## src/rtl/bcd_stopwatch_core.sv

```systemverilog
// BCD stopwatch: start/pause/clear/load/direction control, stop-or-wrap at the boundary.
// Define LAP_CAPTURE_EN to enable lap capture; otherwise Lap_Value/Lap_Valid read 0.
module bcd_stopwatch_core #(
  parameter int DIGITS      = 4,
  parameter int TICK_PERIOD = 1_000_000,
  parameter int WRAP        = 0
) (
  input  logic                Clk,
  input  logic                Rst,
  input  logic                Start,
  input  logic                Pause,
  input  logic                Clear,
  input  logic                Dir_Toggle,
  input  logic                Load,
  input  logic                Lap,
  input  logic [4*DIGITS-1:0] Load_Value,
  output logic [4*DIGITS-1:0] Count,
  output logic                Running,
  output logic                Dir_Down,
  output logic                Tick,
  output logic                Alarm,
  output logic                Wrap_Pulse,
  output logic [4*DIGITS-1:0] Lap_Value,
  output logic                Lap_Valid
);

  localparam int PW   = $clog2(TICK_PERIOD);
  localparam bit STOP = (WRAP == 0);

  typedef enum logic [1:0] {
    IDLE,
    RUN,
    PAUSE,
    DONE
  } state_t;

  state_t              state;
  logic [PW-1:0]       presc;
  logic                presc_end;
  logic [4*DIGITS-1:0] stepped;
  logic [4*DIGITS-1:0] clamped;
  logic [4*DIGITS-1:0] term;
  logic                at_term;
  logic                carry;

  assign presc_end = (presc == PW'(TICK_PERIOD - 1));
  assign term      = Dir_Down ? '0 : {DIGITS{4'h9}};
  assign at_term   = (Count == term);

  // Digit-serial ripple: a digit only moves while the carry/borrow is live.
  always_comb begin
    carry   = 1'b1;
    stepped = Count;
    clamped = Load_Value;
    for (int i = 0; i < DIGITS; i++) begin
      if (Load_Value[4*i +: 4] > 4'd9)
        clamped[4*i +: 4] = 4'd9;
      if (carry) begin
        if (Dir_Down) begin
          carry = (Count[4*i +: 4] == 4'd0);
          stepped[4*i +: 4] = carry ? 4'd9
                            : Count[4*i +: 4] - 4'd1;
        end else begin
          carry = (Count[4*i +: 4] == 4'd9);
          stepped[4*i +: 4] = carry ? 4'd0
                            : Count[4*i +: 4] + 4'd1;
        end
      end
    end
  end

  always_ff @(posedge Clk) begin
    if (Rst) begin
      state      <= IDLE;
      presc      <= '0;
      Count      <= '0;
      Running    <= 1'b0;
      Dir_Down   <= 1'b0;
      Tick       <= 1'b0;
      Alarm      <= 1'b0;
      Wrap_Pulse <= 1'b0;
    end else begin
      Tick       <= 1'b0;
      Alarm      <= 1'b0;
      Wrap_Pulse <= 1'b0;
      if (Dir_Toggle)
        Dir_Down <= ~Dir_Down;
      if (Clear) begin
        state   <= IDLE;
        presc   <= '0;
        Count   <= '0;
        Running <= 1'b0;
      end else if (Load && state != RUN) begin
        Count   <= clamped;
        state   <= (state == PAUSE) ? PAUSE : IDLE;
        Running <= 1'b0;
      end else begin
        unique case (state)
          IDLE: begin
            if (Start) begin
              presc <= '0;
              if (STOP && at_term) begin
                state <= DONE;
                Alarm <= 1'b1;
              end else begin
                state   <= RUN;
                Running <= 1'b1;
              end
            end
          end
          PAUSE: begin
            if (Start || Pause) begin
              state   <= RUN;
              Running <= 1'b1;
            end
          end
          RUN: begin
            if (Pause) begin
              state   <= PAUSE;
              Running <= 1'b0;
            end
            if (presc_end) begin
              presc <= '0;
              Tick  <= 1'b1;
              // A stopping counter never steps past its terminal value.
              if (!(STOP && at_term))
                Count <= stepped;
              if (!STOP && at_term)
                Wrap_Pulse <= 1'b1;
              if (STOP && (at_term || stepped == term)) begin
                state   <= DONE;
                Running <= 1'b0;
                Alarm   <= 1'b1;
              end
            end else begin
              presc <= presc + 1'b1;
            end
          end
          default: ;
        endcase
      end
    end
  end

`ifdef LAP_CAPTURE_EN
  always_ff @(posedge Clk) begin
    if (Rst || Clear) begin
      Lap_Value <= '0;
      Lap_Valid <= 1'b0;
    end else if (Lap && (state == RUN || state == PAUSE)) begin
      Lap_Value <= Count;
      Lap_Valid <= 1'b1;
    end
  end
`else
  logic unused_lap;
  assign unused_lap = Lap;
  assign Lap_Value  = '0;
  assign Lap_Valid  = 1'b0;
`endif

endmodule

```

## config.mk

```make
export PLATFORM = sky130hd
export DESIGN_NAME = bcd_stopwatch_core
export DESIGN_NICKNAME = d
export VERILOG_FILES = /design/src/rtl/bcd_stopwatch_core.sv
export SDC_FILE = /design/constraint.sdc
export NUM_CORES = 1
export LEC_CHECK = 0
export CAP_MARGIN = 20
export CORE_MARGIN = 10
export CORE_UTILIZATION = 30
export CTS_CLUSTER_DIAMETER = 150
export DETAILED_ROUTE_END_ITERATION = 8
export PLACE_DENSITY_LB_ADDON = 0.15
export RECOVER_POWER = 25
export SYNTH_ARGS = -nofsm -noshare
export SYNTH_HDL_FRONTEND = slang
export SYNTH_SLANG_ARGS = --single-unit
```

## constraint.sdc

```tcl
create_clock -name Clk -period 7.05 [get_ports Clk]
set_input_delay 1.0575 -clock Clk [delete_from_list [all_inputs] [get_ports Clk]]
set_output_delay 1.0575 -clock Clk [all_outputs]
set_load 0.02 [all_outputs]
```

==> flow_metrics.env, run 1 <==
export IMPL_setup_tns_ns=0
export IMPL_antenna_found_initial=0
export IMPL_die_area_sq_mm=0.0163
export IMPL_cts_root_buf="clkbuf_16"
export IMPL_fillerInstances=1226
export IMPL_clock_sinks=42
export IMPL_synthesis_area_sq_mm=0.00347
export IMPL_regToRegSetupSlack_ns=4.04
export IMPL_multiInputGateArea_sq_mm=0.00236
export IMPL_clk_latency_ns=0.29
export IMPL_violations="capacitance limit, slew limit"
export IMPL_seq_area_sq_um=841
export IMPL_synth_edff_count=0
export IMPL_drc=0
export IMPL_row_count=39
export IMPL_grt_pass1_wl_um=17100
export IMPL_fin_nets=530
export IMPL_avgSynthCellArea_sq_um=7.22
export IMPL_synth_seq_cells=42
export IMPL_cts_hold_buffers=0
export IMPL_synth_main_ff_cell="dfxtp_1"
export IMPL_critical_path_class="in2reg"
export IMPL_ir_drop_v=0.0000966
export IMPL_maxCapViolCount=1
export IMPL_die_w_um=128
export IMPL_post_cts_buffers=0
export IMPL_rsz0062_at_grt="no"
export IMPL_hold_viol_final=0
export IMPL_fin_cells=645
export IMPL_post_route_min_period_ns=3.20
export IMPL_drt_iter0_markers=255
export IMPL_min_path_cells=2
export IMPL_gp_routability_congestion=0.835
export IMPL_placed_cells=636
export IMPL_worstPathMaxFanout=14
export IMPL_htree_num_levels=2
export IMPL_crit_path_start_kind="input pin"
export IMPL_worst_slew_pin_slew_ns=1.55
export IMPL_cts_resized=0
export IMPL_max_freq_mhz=312
export IMPL_portBuffers=42
export IMPL_crit_buf_inv=2
export IMPL_crit_arrival_ns=3.42
export IMPL_dpl_worst_slack_ns=3.55
export IMPL_grt_pass1_vias=3312
export IMPL_required_ns=7.27
export IMPL_yosys_area_top_type="dfxtp_1"
export IMPL_grt_overflow_total=0
export IMPL_cts_max_path_buffers=2
export IMPL_rr_worst_depth=9
export IMPL_critPathSlowestCell="or4b_2"
export IMPL_p_leak_nw=1.42
export IMPL_status="complete, but fails checks"
export IMPL_yosysSeqAreaShare_pct=24.2
export IMPL_synth_top_area_share_pct=24.2
export IMPL_start_util_pct=30.5
export IMPL_yosysMostFrequentCell="nor2_1"
export IMPL_skew_ns=0.00791
export IMPL_synth_cells=481
export IMPL_avgViaCountPerCell=5.37
export IMPL_grt_max_degree=38
export IMPL_core_area_sq_mm=0.0114
export IMPL_drt_pre_antenna_iters=5
export IMPL_hpwl_um=7330
export IMPL_cts_made_buffers=5
export IMPL_slew_headroom_pct=-3.11
export IMPL_period_share_pct=45.4
export IMPL_yosysWarnings=0
export IMPL_grtUsageTotal_pct=12.4
export IMPL_slew_viol_final=24
export IMPL_synthToLayoutAreaGrowth_pct=16.0
export IMPL_max_stage_delay_ns=0.63
export IMPL_clk_pin_slew_ns=0.07
export IMPL_die_h_um=128
export IMPL_synth_commonest_cells="62 x nor2_1, 44 x a21oi_1, 42 x dfxtp_1"
export IMPL_critPathTopFamily="simple AND/OR/NAND/NOR gates"
export IMPL_cts_tree="yes"
export IMPL_setup_viol_count_final=0
export IMPL_drive_gt1_share_pct=5.18
export IMPL_wire_per_inst_um=15.9
export IMPL_cp_depth=9
export IMPL_vias=3463
export IMPL_fin_ws_ns=3.85
export IMPL_ant_nets=0
export IMPL_ios=62
export IMPL_whs_ns=0.492
export IMPL_powerDensity_mw_per_mm2=154
export IMPL_critical_path_cell_chain="clkdlybuf4s50_1, nand2b_1, o21ai_0, buf_4, nor2_1, and3_1, nand2_1, or4b_2, a21oi_1"
export IMPL_yosys_top_cells_area="dfxtp_1 24%, nor2_1 6.7%, a21oi_1 6.3%, o21ai_0 5.3%, buf_4 4.1%"
export IMPL_antenna_cells_inserted=0
export IMPL_total_power_w=0.000622
export IMPL_drt_wl_total_um=10300
export IMPL_hold_path_class="reg2reg"
export IMPL_async_reset_ff_share_pct=0
export IMPL_yosysUniqueCellTypes=70
export IMPL_end_kind="flop"
## report_power, final
group | leakage [nW] | internal, W | switching [W] | total, W
clock | 0.0708 | 0.000132 | 0.000104 | 0.000235
combinational | 1.00 | 0.0000512 | 0.0000813 | 0.000133
sequential | 0.340 | 0.000242 | 0.0000123 | 0.000254
## sequential cells by signal, indices dropped and copies added (netlist names)
name / flops
presc: 20
Running: 1
Count: 16
state: 2
Dir_Down: 1
Alarm: 1
Tick: 1
## cell usage in the layout (no fill, tap or decap), types with 8 or more instances in the layout
cell type        instances
nor2_1                  62
nand3_1                 23
nand4_1                 10
nor2b_1                 12
nand2b_1                 9
xnor2_1                 12
conb_1                  18
and3_1                   9
nand2_1                 23
dfxtp_1                 42
clkdlybuf4s50_1         33
dlygate4sd3_1            9
a21oi_1                 44
inv_1                   13
o21ai_0                 36
nor3_1                   8
## through the flow
| step | utilization (%) | area, sq um |
|---|---|---|
| after floorplan | - | 3540 |
| after global placement | 34.1 | 3880 |
| after detailed placement | 34.1 | 3880 |
| after CTS | 35.4 | 4020 |
| after global routing | 35.4 | 4030 |
| final | 35.4 | 4030 |
## area by class of cell
type | instances | area share (%)
Multi-Input combinational cell | 392 | 58.6
Sequential cell | 42 | 20.9
Timing Repair Buffer | 47 | 11.4
Tap cell | 143 | 4.44
Clock buffer | 6 | 3.20
Inverter | 13 | 1.21
Clock inverter | 2 | 0.342
## path summary, 6_finish.rpt
check	startpoint	endpoint
worst max-delay path	Start	presc[10]
worst max register to register	Dir_Down	Alarm
worst min register to register	presc[19]	presc[19]
worst min-delay path	presc[19]	presc[19]
## worst min-delay path, delay by kind of cell (launching register included)
kind | cells | cell delay, ns
AOI/OAI and AO/OA | 2 | 0.13
DFF | 1 | 0.32
## per-layer routing
layer | global-route usage, % | part of all wire (%) | up-vias
met5 | 0 | 0 | -
li1 | - | - | 1764
met3 | 3.14 | 5.7 | 6
met4 | 3.25 | 0.86 | 0
met1 | 16.7 | 49 | 1617
met2 | 19.3 | 44 | 76
## cell families (layout without fill, tap and decap cells)
kind of cell / Yosys count / count (layout) / share of synthesized area [%]
AOI/OAI and AO/OA: 142 / 142 / 26.5
adders and majority gates: 5 / 5 / 1.80
other: 1 / 18 / 0.108
buffers and inverters: 64 / 68 / 9.66
xor gates and xnor gates: 15 / 15 / 3.78
DFF: 42 / 42 / 24.2
and+or+nand+nor: 207 / 207 / 32.4
muxes: 5 / 5 / 1.48
(Power assumes the default switching activity.)
==> run 2: changes to the inputs <==
==> constraint.sdc (replaced) <==
create_clock -name Clk -period 2.7 [get_ports Clk]
set_input_delay 0.405 -clock Clk [delete_from_list [all_inputs] [get_ports Clk]]
set_output_delay 0.405 -clock Clk [all_outputs]
set_load 0.02 [all_outputs]
==> flow_metrics.env, run 2 (synthesis gave the netlist of run 1 again) <==
export IMPL_status="finished, final reports clean"
export IMPL_p_sw_share_pct=31.6
export IMPL_power_switching_w=0.000542
export IMPL_drive_gt1_share_pct=16.6
export IMPL_grt_overflow_total=0
export IMPL_worst_slew_pin_slew_ns=0.756
export IMPL_antenna_cells_inserted=0
export IMPL_gp_routability_congestion=0.848
export IMPL_antenna_found_initial=0
export IMPL_required_ns=2.87
export IMPL_die_w_um=128
export IMPL_die_h_um=128
export IMPL_period_share_pct=95.2
export IMPL_die_area_sq_mm=0.0163
export IMPL_maxCapViolCount=0
export IMPL_largest_reg_flops=20
export IMPL_cts_made_buffers=5
export IMPL_p_int_w=0.00117
export IMPL_drt_wl_total_um=10800
export IMPL_slew_viol_final=0
export IMPL_drt_pre_antenna_iters=5
export IMPL_fin_ws_ns=0.131
export IMPL_slew_headroom_pct=49.1
export IMPL_core_area_sq_mm=0.0114
export IMPL_fin_nets=581
export IMPL_grt_pass1_vias=3454
export IMPL_clockPowerShare_pct=35.9
export IMPL_grt_max_degree=24
export IMPL_powerDensity_mw_per_mm2=379
export IMPL_p_leak_nw=1.70
export IMPL_drc=0
export IMPL_ant_nets=0
export IMPL_top_register="presc"
export IMPL_cts_max_path_buffers=2
export IMPL_cts_root_buf="clkbuf_16"
export IMPL_htree_num_levels=2
export IMPL_hpwl_um=8130
export IMPL_hold_viol_final=0
export IMPL_max_freq_mhz=389
export IMPL_vias=3690
export IMPL_setup_viol_count_final=0
export IMPL_reg_top3="presc x20, Count x16, state x2"
export IMPL_start_util_pct=30.5
export IMPL_wire_per_inst_um=15.5
export IMPL_row_count=39
export IMPL_layout_common_cells="61 x nor2_1, 53 x buf_4, 43 x a21oi_1"
export IMPL_worstPathMaxFanout=5
export IMPL_end_kind="flop"
export IMPL_fin_util_pct=39.8
export IMPL_grtUsageTotal_pct=12.9
export IMPL_ios=62
export IMPL_setup_tns_ns=0
export IMPL_p_comb_share_pct=26.1
export IMPL_regToRegSetupSlack_ns=0.13
export IMPL_avgViaCountPerCell=5.30
export IMPL_clk_pin_slew_ns=0.06
export IMPL_skew_ns=0.00540
export IMPL_dpl_worst_slack_ns=-0.0357
export IMPL_synthToLayoutAreaGrowth_pct=30.2
export IMPL_crit_path_start_kind="flop"
export IMPL_clk_latency_ns=0.29
export IMPL_crit_arrival_ns=2.74
export IMPL_pwr_share_seq_pct=38.0
export IMPL_ir_drop_v=0.000276
export IMPL_post_route_min_period_ns=2.57
export IMPL_critical_path_class="reg2reg"
export IMPL_hold_path_class="reg2reg"
export IMPL_portBuffers=42
export IMPL_rsz0062_at_grt="yes"
export IMPL_drt_iter0_markers=197
export IMPL_clock_sinks=42
export IMPL_mostFrequentLayoutCell="nor2_1"
export IMPL_cts_tree="yes"
export IMPL_grt_pass1_wl_um=17500
## run 2: changes by cell type in the layout (fill, tap and decap cells not counted), moves of 2 or more
cell / previous run / this run
nor2b_1: 12 / 10
a311oi_1: 3 / 1
or4_1: 4 / 2
or4_4: 0 / 2
dlygate4sd3_1: 9 / 12
clkdlybuf4s50_1: 33 / 30
a311oi_2: 0 / 2
buf_4: 5 / 53
nor2b_2: 0 / 2
## run 2: routing by layer
layer	vias to the layer above	wire, um	GRT usage, %
met5	-	0	0
met4	0	60	2.58
li1	1870	-	-
met1	1728	5030	16.5
met2	87	5050	20.9
met3	5	638	3.72
## run 2: cell type report
cell class                      instances  area, sq um
Fill cell                            1210         6850
Multi-Input combinational cell        392         2450
Timing Repair Buffer                   98          853
Sequential cell                        42          845
Tap cell                              143          179
Clock buffer                            5          125
Inverter                               13         48.8
Clock inverter                          3         21.3
## run 2: stage by stage
stage	area (sq um)	total power (W)	instances	hold slack (ns)
global route	4520	0.00181	696	0.547
global placement	4280	0.00109	688	0.489
floorplan	3540	0.000932	498	0.454
CTS	4430	0.00173	696	0.511
finish	4520	0.00171	696	0.513
detailed placement	4280	0.00109	688	0.497
## run 2: what timing repair did
item,in CTS,in global routing
pin swaps,0,4
resized for setup,2,16
endpoints found under the hold margin,0,0
endpoints found under the setup margin,3,13
hold buffers,0,0
buffers inserted,0,0
## run 2: power by group through the flow
stage / clock (W) / combinational [W] / sequential (W)
2_1_floorplan: 0 / 0.000264 / 0.000668
3_3_place_gp: 0 / 0.000428 / 0.000663
3_5_place_dp: 0 / 0.000430 / 0.000663
4_1_cts: 0.000646 / 0.000432 / 0.000650
5_1_grt: 0.000666 / 0.000487 / 0.000653
6_report: 0.000615 / 0.000446 / 0.000651
## run 2: worst paths after layout
kind                                 from         to  depth (start not counted)
worst max register to register   Dir_Down   state[0]                          9
worst min-delay path            presc[17]  presc[17]                          2
worst min register to register  presc[17]  presc[17]                          2
worst max-delay path             Dir_Down   state[0]                          9
## run 2: worst max-delay path: stages (launching register included)
cell,delay (ns)
dfxtp_4,0.39
or3b_4,0.42
a21o_1,0.26
buf_4,0.17
nor3_1,0.20
o32ai_1,0.13
a311oi_2,0.33
nor2_1,0.12
a311oi_2,0.33
a211oi_1,0.08
